[src/rtl/prefetch_fill_ctrl.sv]
// Prefetch buffer write-port sequencer: tag sweep on reset/flush, line fill on read miss, snoop write-through.
// Buffer writes are registered (1 cycle after cause); fill beats cannot stall, so a colliding snoop sees SnpRdy=0 and holds.
module prefetch_fill_ctrl #(
    parameter int LINE_WORDS = 4,
    parameter int ENTRIES    = 128
) (
    input  logic        CLK,
    input  logic        nRESET,
    input  logic        RdReq,
    input  logic [25:0] RdA,
    input  logic        Match,
    input  logic        FlushReq,
    output logic        Busy,
    output logic        MemReq,
    output logic [25:0] MemA,
    input  logic        MemAck,
    input  logic        MemDV,
    input  logic [31:0] MemD,
    input  logic        SnpWR,
    input  logic [25:0] SnpA,
    input  logic [31:0] SnpD,
    input  logic [3:0]  SnpM,
    output logic        SnpRdy,
    output logic [25:0] WRA,
    output logic [31:0] WRD,
    output logic        WR,
    output logic [3:0]  WRM,
    output logic        CLR
);

    localparam int BW = $clog2(LINE_WORDS);
    localparam int IW = $clog2(ENTRIES);
    localparam logic [25:0] LINE_MASK = ~26'(LINE_WORDS - 1);

    typedef enum logic [1:0] {
        ST_CLEAR,
        ST_IDLE,
        ST_REQ,
        ST_FILL
    } state_t;

    state_t                  state_q, state_d;
    logic [IW-1:0]           clr_cnt_q, clr_cnt_d;
    logic [BW-1:0]           beat_q, beat_d;
    logic [LINE_WORDS-1:0]   poison_q, poison_d;
    logic                    flush_pend_q, flush_pend_d;
    logic                    mem_req_q, mem_req_d;
    logic [25:0]             mem_a_q, mem_a_d;
    logic                    wr_q, wr_d;
    logic                    clr_q, clr_d;
    logic [3:0]              wrm_q, wrm_d;
    logic [25:0]             wra_q, wra_d;
    logic [31:0]             wrd_q, wrd_d;

    logic                    snp_rdy;
    logic                    snp_acc;
    logic                    snp_hits_line;
    logic [BW-1:0]           snp_off;

    assign snp_rdy       = ~((state_q == ST_FILL) & MemDV);
    assign snp_acc       = SnpWR & snp_rdy;
    assign snp_hits_line = (SnpA & LINE_MASK) == mem_a_q;
    assign snp_off       = SnpA[BW-1:0];

    always_comb begin
        state_d      = state_q;
        clr_cnt_d    = clr_cnt_q;
        beat_d       = beat_q;
        poison_d     = poison_q;
        flush_pend_d = flush_pend_q;
        mem_req_d    = mem_req_q;
        mem_a_d      = mem_a_q;
        wr_d         = 1'b0;
        clr_d        = 1'b0;
        wrm_d        = wrm_q;
        wra_d        = wra_q;
        wrd_d        = wrd_q;

        // Snoops during the sweep are dropped: every tag ends up invalid anyway.
        if (state_q != ST_CLEAR && snp_acc) begin
            wr_d  = 1'b1;
            clr_d = 1'b0;
            wra_d = SnpA;
            wrd_d = SnpD;
            wrm_d = SnpM;
            if ((state_q == ST_REQ || state_q == ST_FILL) && snp_hits_line)
                poison_d[snp_off] = 1'b1;
        end

        case (state_q)
            ST_CLEAR: begin
                wr_d      = 1'b1;
                clr_d     = 1'b1;
                wrm_d     = 4'hF;
                wra_d     = 26'(clr_cnt_q);
                clr_cnt_d = clr_cnt_q + 1'b1;
                if (FlushReq)
                    flush_pend_d = 1'b1;
                if (clr_cnt_q == IW'(ENTRIES - 1)) begin
                    clr_cnt_d = '0;
                    state_d   = ST_IDLE;
                end
            end

            ST_IDLE: begin
                if (FlushReq || flush_pend_q) begin
                    flush_pend_d = 1'b0;
                    clr_cnt_d    = '0;
                    state_d      = ST_CLEAR;
                end else if (RdReq && !Match) begin
                    mem_a_d   = RdA & LINE_MASK;
                    mem_req_d = 1'b1;
                    state_d   = ST_REQ;
                end
            end

            ST_REQ: begin
                if (FlushReq)
                    flush_pend_d = 1'b1;
                if (MemAck) begin
                    mem_req_d = 1'b0;
                    beat_d    = '0;
                    state_d   = ST_FILL;
                end
            end

            ST_FILL: begin
                if (FlushReq)
                    flush_pend_d = 1'b1;
                if (MemDV) begin
                    wr_d   = 1'b1;
                    clr_d  = poison_q[beat_q];
                    wrm_d  = 4'hF;
                    wra_d  = mem_a_q | 26'(beat_q);
                    wrd_d  = MemD;
                    beat_d = beat_q + 1'b1;
                    if (beat_q == BW'(LINE_WORDS - 1)) begin
                        beat_d   = '0;
                        poison_d = '0;
                        state_d  = ST_IDLE;
                    end
                end
            end

            default: state_d = ST_CLEAR;
        endcase
    end

    always_ff @(posedge CLK or negedge nRESET) begin
        if (!nRESET) begin
            state_q      <= ST_CLEAR;
            clr_cnt_q    <= '0;
            beat_q       <= '0;
            poison_q     <= '0;
            flush_pend_q <= 1'b0;
            mem_req_q    <= 1'b0;
            mem_a_q      <= '0;
            wr_q         <= 1'b0;
            clr_q        <= 1'b0;
            wrm_q        <= '0;
            wra_q        <= '0;
            wrd_q        <= '0;
        end else begin
            state_q      <= state_d;
            clr_cnt_q    <= clr_cnt_d;
            beat_q       <= beat_d;
            poison_q     <= poison_d;
            flush_pend_q <= flush_pend_d;
            mem_req_q    <= mem_req_d;
            mem_a_q      <= mem_a_d;
            wr_q         <= wr_d;
            clr_q        <= clr_d;
            wrm_q        <= wrm_d;
            wra_q        <= wra_d;
            wrd_q        <= wrd_d;
        end
    end

    assign Busy   = (state_q != ST_IDLE);
    assign SnpRdy = snp_rdy;
    assign MemReq = mem_req_q;
    assign MemA   = mem_a_q;
    assign WR     = wr_q;
    assign CLR    = clr_q;
    assign WRM    = wrm_q;
    assign WRA    = wra_q;
    assign WRD    = wrd_q;

endmodule

[config.mk]
export PLATFORM = sky130hd
export DESIGN_NAME = prefetch_fill_ctrl
export DESIGN_NICKNAME = d
export VERILOG_FILES = /design/src/rtl/prefetch_fill_ctrl.sv
export SDC_FILE = /design/constraint.sdc
export NUM_CORES = 1
export LEC_CHECK = 0
export ABC_AREA = 1
export BUFFER_PORTS_ARGS = -buffer_cell sky130_fd_sc_hd__buf_4
export CELL_PAD_IN_SITES_DETAIL_PLACEMENT = 1
export CELL_PAD_IN_SITES_GLOBAL_PLACEMENT = 1
export CORE_ASPECT_RATIO = 0.75
export CORE_UTILIZATION = 33
export CTS_CLUSTER_DIAMETER = 120
export DETAILED_ROUTE_END_ITERATION = 8
export PLACE_DENSITY_LB_ADDON = 0.05
export SYNTH_ARGS = -nofsm -noshare
export SYNTH_HDL_FRONTEND = slang
export SYNTH_SLANG_ARGS = --single-unit
[constraint.sdc]
create_clock -name CLK -period 2.7 [get_ports CLK]
set_clock_uncertainty 0.1 [all_clocks]
set_input_delay 0.135 -clock CLK [delete_from_list [all_inputs] [get_ports CLK]]
set_output_delay 0.135 -clock CLK [all_outputs]
set_load 0.01 [all_outputs]
Yosys cells after proc, flatten, opt, wreduce, memory -nomap -nowiden
Cells that the tools add are included.
- add/sub/neg operators: 2
- magnitude comparators: 3
- equal/unequal tests: 16
- muxes and demuxes: 44
- bitwise logic cells: 6
- reductions and logical operators: 19
- operators by type and width (operator ; number):
    $mux W32 ; 3
    $mux W26 ; 2
    $pmux W26 S2 ; 1
    $mux W4 ; 7
    $or A26 B2 Y26 ; 1
    $eq A24 B24 Y1 ; 1
    $mux W2 ; 9
    $mux W7 ; 2
    $pmux W7 S2 ; 1
    $ne A2 B2 Y1 const B ; 6
    $mux W1 ; 10
    $pmux W1 S2 ; 4
    $pmux W2 S4 ; 1
    $pmux W4 S2 ; 1
    $reduce_bool A2 Y1 ; 4
    $add A7 B1 Y7 const B ; 1
    $eq A7 B7 Y1 const B ; 1
    $eq A2 B2 Y1 const B ; 3
    $lt A2 B3 Y1 const B ; 2
    $ne A2 B1 Y1 const B ; 3
    $reduce_and A3 Y1 ; 2
    $reduce_and A5 Y1 ; 1
    $logic_and A1 B1 Y1 ; 4
    $or A4 B4 Y4 ; 1
    other kinds (15) ; 19
- flip-flop bits (word level): 105
- input bits: 128
- output and inout bits: 93

Longest topological paths before layout
Gate-level depths: netlist (run 1).
- depth in word-level cells: 10
- mapped depth: 10
- depth with buffers taken out: 10

Worst setup path before layout (run 1)
No wires, ideal clock.
- path kind: reg2reg
- start: reg state_q[0]
- end: reg wra_q[16] (netlist: WRA[16])
- data arrival time: 1466 ps
- slack: 1008 ps
- stages on the path, launching flop included: 10
- path buffers: 1
- clock period less this slack: 1692 ps
- cell sequence: dfrtp_1 > inv_1 > ha_1 > inv_1 > nand2_2 > nor2_4 > inv_2 > buf_2 > o21ai_0 > o22ai_1
- cells in the longest elaborated chain, start to end: 8
- ends and longest elaborated chain (what ; RTL line ; source):
    start: declaration ; 42 ; state_t state_q, state_d;
    start signal: assignment ; 164 ; state_q <= state_d;
    $eq A2 B2 Y1 ; 60, 90 ;
    $and A1 B1 Y1 ; 60 ; assign snp_rdy = ~((state_q == ST_FILL) & MemDV);
    $not A1 Y1 ; 60 ;
    $and A1 B1 Y1 ; 61 ; assign snp_acc = SnpWR & snp_rdy;
    $logic_and A1 B1 Y1 ; 80 ; if (state_q != ST_CLEAR && snp_acc) begin
    $mux W26 ; 80 ;
    $mux W26 ; 130 ; if (MemDV) begin
    $pmux W26 S2 (*) ; 90 ; case (state_q)
    net wra_d[16] ; 52 ; logic [25:0] wra_q, wra_d;
    end signal: assignment ; 174 ; wra_q <= wra_d;
    end: declaration ; 52 ;
The timed path passes the listed nets; every way through them passes the cells marked *.
A chain may end at the register's enable or synchronous reset.

Worst setup path in the final report (run 1)
- start: reg state_q[0]
- end: reg wrd_q[31] (netlist: WRD[31])
- cells in the longest elaborated chain, start to end: 8
- ends and longest elaborated chain (what ; RTL line ; source):
    $eq A2 B2 Y1 ; 60, 90 ;
    $and A1 B1 Y1 ; 60 ;
    $not A1 Y1 ; 60 ;
    $and A1 B1 Y1 ; 61 ;
    $logic_and A1 B1 Y1 ; 80 ;
    $mux W32 ; 80 ;
    $mux W32 ; 130 ;
    $mux W32 (*) ; 90 ;
    net wrd_d[31] ; 53 ; logic [31:0] wrd_q, wrd_d;
    end signal: assignment ; 175 ; wrd_q <= wrd_d;
    end: declaration ; 53 ;
Marks and branches as above.

==> flow_summary.toml, run 1 <==
[floorplan]
rows = 39
die-area_mm2 = 0.0162
die_y_um = 111
initial_core_util_pct = 34.0
io_pins = 221
core_area_mm2 = 0.0153
die_x_um = 147

[yosys]
netlist_instances = 646
ys_ff_latch = 105
async_reset_ff_share_pct = 100
avgSynthCellArea_um2 = 8.03
netlist_area_mm2 = 0.00519
synth_warnings = 0
synth_edf_count = 0
yosysSeqAreaShare_pct = 50.7
synth.distinct_cells = 35
synth_ff_type = "dfrtp_1"

[power]
ir_drop_mv = 0.327
total_power_uw = 3230
power.density_mw_per_mm2 = 394
p_leak_uw = 0.00419

[worst_setup_path]
crit_chain = "ha_1 -> nand2_1 -> inv_2 -> buf_4 -> a21oi_1 -> a21oi_1 -> dlygate4sd3_1"
setup.worst_path.start_class = "flip-flop"
arrival_ns = 2.65
crit_required_ns = 2.90
worstSetupStartpoint = "state_q[0]"
cpLargestDelayFamily = "buffers and inverters"
crit_path_max_fanout = 31
critPathSlowestCell = "dlygate4sd3_1"
critPathMaxStageDelay_ns = 0.57
critPathKind = "flip-flop to flip-flop"
critPathBufInv = 3
worstSetupEndpointType = "flip-flop"
cp_common_cell = "a21oi_1"
worst_r2r_startpoint = "state_q[0]"

[worst_hold_path]
hp-start = "SnpD[30]"
min_path_type = "input port to flip-flop"

[detailed_routing]
via_count = 5694
routed_wl_um = 20200
post_drt_wl_per_cell_um = 17.6
route.detailed.drc = 0
vias_per_cell = 4.94
drt_iter0_markers = 281
postRouteAntennaNets = 0
firstDrtPassIters = 4

[sta]
tightest_slew_ns = 0.808
period_share_pct = 90.9
rsz0062_at_grt = "no"
hold_violations = 0
period_needed_ns = 2.45
fmax_mhz = 408
setup_tns_ns = 0
relSlewSlack_pct = 46.1
setup_viol = 0
slew_viol_final = 0

[grt]
globalRouteTotalUtil_pct = 26.1
grt_max_degree = 77
grt_pass1_wl_um = 33100
overflow = 0
grt_pass1_vias = 6327
antenna_found_initial = 0

[clock_tree]
cts_buffers = 9
root_buffer = "clkbuf_16"
numClockSinks = 105
cts.reportedPaths.clkPinSlew_ns = 0.07
cts_buffer_depth = 2
cts-htree-levels = 3
clk_latency_ns = 0.36
post_cts_buffers = 0
cts_tree = "built"

[placement]
port_buffers = 216
gp_congestion = 0.890
dp_hpwl_um = 13600

[cells_and_area]
drive_gt1_share_pct = 26.8
nNetsFinal = 1078
fin_util_pct = 53.6
syn_to_final_growth_pct = 58.0
diodes = 0
nFillCells = 1852

[flow_run]
max_cap_viol_count = 0

[status]
status = "complete, no violations"
-- through the flow --
stage                     worst slack, ns  instances  hold slack (ns)  area, µm²
after CTS                           0.272       1153          0.00341       8190
after global placement              0.441       1046         -0.00535       6980
after floorplan                      1.01        647           -0.261       5190
after detailed placement            0.399       1046         -0.00153       6980
final                               0.247       1153          0.00845       8190
after global routing               0.0765       1153           0.0240       8190
-- logic make-up after synthesis --
| kind of cell | Yosys count | share of synthesized area, % |
|---|---|---|
| muxes | 3 | 0.651 |
| DFF | 105 | 50.7 |
| AOI/OAI and AO/OA | 151 | 16.2 |
| other | 1 | 0.0723 |
| xor gates and xnor gates | 7 | 1.18 |
| and+or+nand+nor | 267 | 21.0 |
| buffers and inverters | 105 | 8.49 |
| adders and majority gates | 7 | 1.69 |
-- path summary, 6_finish.rpt --
kind	to	cells after the start	slack [ns]
worst min register to register	MemReq	2	0.39
max in group asynchronous	MemA[11]	3	1.55
worst max-delay path	WRD[31]	7	0.25
worst max register to register	WRD[31]	7	0.25
worst min-delay path	WRD[30]	3	0.008
min in group asynchronous	MemA[13]	2	0.15
-- final cells by class --
| cell class | instances | area, µm² | share of cell area [%] |
|---|---|---|---|
| clock buffer | 14 | 284 | 3.47 |
| clock inverter | 2 | 10.0 | 0.122 |
| inverter | 75 | 282 | 3.44 |
| multi-input combinational | 437 | 2120 | 25.9 |
| sequential | 105 | 2630 | 32.1 |
| tap | 205 | 256 | 3.13 |
| timing repair buffer | 315 | 2610 | 31.8 |
-- synth_stat cells, types with 4 or more instances --
library cell	number	share of area, %
nand2_1	134	9.7
dfrtp_1	105	51
nor2_1	91	6.6
inv_1	72	5.2
o21ai_0	69	6.7
a21oi_1	38	3.7
nand3_1	25	2.4
o22ai_1	23	2.8
buf_2	10	0.97
clkbuf_1	10	0.72
buf_4	7	1.0
ha_1	7	1.7
o221ai_1	7	1.2
a31oi_1	6	0.72
nand4_1	5	0.60
xnor2_1	5	0.84
nor3_1	4	0.39
o211ai_1	4	0.58
-- worst min-delay path: stages --
cell	delay, ns
buf_4	0.07
o21ai_0	0.06
o21ai_0	0.16
-- where the power goes --
group	internal (µW)	switching (µW)	total (µW)
clock	725	598	1320
sequential	1570	1.30	1570
combinational	208	124	332
-- cells in the final DEF (no fill, tap or decap), drive strengths merged, types with 23 or more instances in the layout --
cell type / n
nand3: 25
o22ai: 23
nor2: 94
dfrtp: 105
a21oi: 38
o21ai: 69
nand2: 136
buf: 224
inv: 75
dlygate4sd3: 91
-- flip-flops by register name, summed over array words and instances (netlist names) --
name	flops
WRD	32
flush_pend_q	1
CLR	1
MemA	24
MemReq	1
clr_cnt_q	7
poison_q	4
state_q	2
WRA	26
WR	1
WRM	4
beat_q	2
-- timing repair --
action / 4_1_cts / 5_1_grt
hold buffers: 91 / 0
setup endpoints to repair: 0 / 1
endpoints found under the hold margin: 105 / 0
resized for setup: 0 / 1
-- layer usage --
| layer | vias to the layer above | track usage (%) | wire [µm] | part of all wire [%] |
|---|---|---|---|---|
| li1 | 2698 | - | - | - |
| met1 | 2809 | 33.2 | 8990 | 44 |
| met2 | 161 | 44.1 | 9890 | 49 |
| met3 | 26 | 5.25 | 1050 | 5.2 |
| met4 | 0 | 8.47 | 312 | 1.5 |
| met5 | - | 0 | 0 | 0 |
Power figures use the tool's default switching activity.
==> run 2, diff against run 1 <==
--- a/config.mk
+++ b/config.mk
@@ -13,7 +13,7 @@
 export CORE_UTILIZATION = 33
 export CTS_CLUSTER_DIAMETER = 120
 export DETAILED_ROUTE_END_ITERATION = 8
-export PLACE_DENSITY_LB_ADDON = 0.05
+export PLACE_DENSITY = 0.85
 export SYNTH_ARGS = -nofsm -noshare
 export SYNTH_HDL_FRONTEND = slang
 export SYNTH_SLANG_ARGS = --single-unit
==> run 2 against run 1 <==
- largest power group unchanged
- final cell count is 0.61% higher
- clock-buffer cell count decreased by 4
- sequential share of layout area fell by 0.44 points
==> flow_summary.toml, run 2 (same netlist as run 1, synthesis figures left out) <==
[status]
status = "complete, no violations"

[detailed_routing]
drt_iter0_markers = 268
via_count = 5865
postRouteAntennaNets = 0
post_drt_wl_per_cell_um = 18.6
routed_wl_um = 21500
vias_per_cell = 5.06
firstDrtPassIters = 6
route.detailed.drc = 0

[cells_and_area]
multi_input_area_mm2 = 0.00212
final_common_cell = "buf_4"
syn_to_final_growth_pct = 60.2
nFillCells = 1832
largest_reg_flops = 32
layout_common_cells = "buf_4, nand2_1, dfrtp_1"
regArea_mm2 = 0.00263
drive_gt1_share_pct = 26.9
nNetsFinal = 1084

[floorplan]
initial_core_util_pct = 34.0
io_pins = 221
die_y_um = 111
core_area_mm2 = 0.0153
die-area_mm2 = 0.0162
die_x_um = 147
rows = 39

[sta]
period_share_pct = 91.2
slew_viol_final = 0
rsz0062_at_grt = "no"
setup_tns_ns = 0
tightest_slew_ns = 0.627
hold_violations = 0
fmax_mhz = 406
layout_setup_ws_ns = 0.238
period_needed_ns = 2.46
fin_hold_ws_ns = 0.0121
relSlewSlack_pct = 58.2
setup_viol = 0

[worst_setup_path]
critPathMaxStageDelay_ns = 0.56
crit_path_max_fanout = 32
critPathKind = "flip-flop to flip-flop"
worstSetupEndpointType = "flip-flop"
crit_required_ns = 2.90
crit_chain = "inv_1 -> ha_1 -> inv_2 -> nand2_2 -> nor2_4 -> buf_6 -> nand2_1 -> a31oi_1 -> dlygate4sd3_1"
setup.worst_path.start_class = "flip-flop"
critPathSlowestCell = "dlygate4sd3_1"
critPathBufInv = 4
cpLargestDelayFamily = "buffers and inverters"
arrival_ns = 2.66

[power]
p_leak_uw = 0.00424
power.density_mw_per_mm2 = 412
ir_drop_mv = 0.316

[clock_tree]
cts_tree = "built"
cts_buffer_depth = 2
root_buffer = "clkbuf_16"
clk_latency_ns = 0.36
cts.reportedPaths.clkPinSlew_ns = 0.07
cts-htree-levels = 3
numClockSinks = 105
cts_buffers = 9

[placement]
dp_hpwl_um = 13300
port_buffers = 216
dp_slack_ns = 0.400
gp_congestion = 0.832

[grt]
globalRouteTotalUtil_pct = 27.6
grt_pass1_wl_um = 34600
grt_max_degree = 45
overflow = 0
grt_pass1_vias = 6351
antenna_found_initial = 2

[worst_hold_path]
min_path_type = "input port to flip-flop"

[flow_run]
max_cap_viol_count = 0
==> run 2: per-layer routing <==
metal  wire (µm)  track usage [%]  up-vias
met5           0                0        -
met2       10500             46.1      241
li1            -                -     2715
met4         671             11.1        0
met1        9030             35.3     2861
met3        1320             4.92       48
==> run 2: cell type report <==
cell class,instances,share of cell area [%]
clock buffer,10,2.76
antenna,2,0.0602
clock inverter,5,1.27
timing repair buffer,321,32.2
multi-input combinational,437,25.6
tap,205,3.09
inverter,75,3.42
sequential,105,31.6
==> run 2: what timing repair did <==
item | in CTS | in global routing
setup endpoints to repair | 0 | 7
setup buffers | 0 | 0
hold buffers | 95 | 0
gates resized for setup | 0 | 8
hold endpoints to repair | 119 | 0
==> run 2: stage by stage <==
stage	power (µW)	std cells	area (µm²)	util, %
finish	3420	1160	8310	54.4
global route	3530	1160	8310	54.4
CTS	3440	1159	8290	54.3
detailed placement	1840	1049	7000	45.9
global placement	1830	1049	7000	45.9
floorplan	1640	647	5190	-
==> run 2: worst reg2reg max path: cells and delay by family (launching register included) <==
kind,cells,cell delay [ns]
flops,1,0.44
fa+ha+maj,1,0.22
buf+inv,4,1.08
compound gates,1,0.17
simple gates,3,0.39
==> run 2: worst paths after layout <==
path                                 start      end  slack (ns)  cells past startpoint
max in group asynchronous           nRESET   WRD[5]        1.52                      3
worst max-delay path            state_q[0]  WRD[27]        0.24                      9
worst min register to register      MemReq   MemReq        0.42                      2
worst max register to register  state_q[0]  WRD[27]        0.24                      9
min in group asynchronous           nRESET   WRM[0]        0.23                      2
worst min-delay path               SnpM[3]   WRM[3]        0.01                      3
==> run 2: report_power, final <==
group / total, µW / switching [µW] / leakage, µW / internal (µW)
registers: 1570 / 1.40 / 0.00125 / 1570
logic: 335 / 129 / 0.00284 / 207
clock network: 1510 / 612 / 0.000155 / 902
total: 3420 / 742 / 0.00424 / 2680
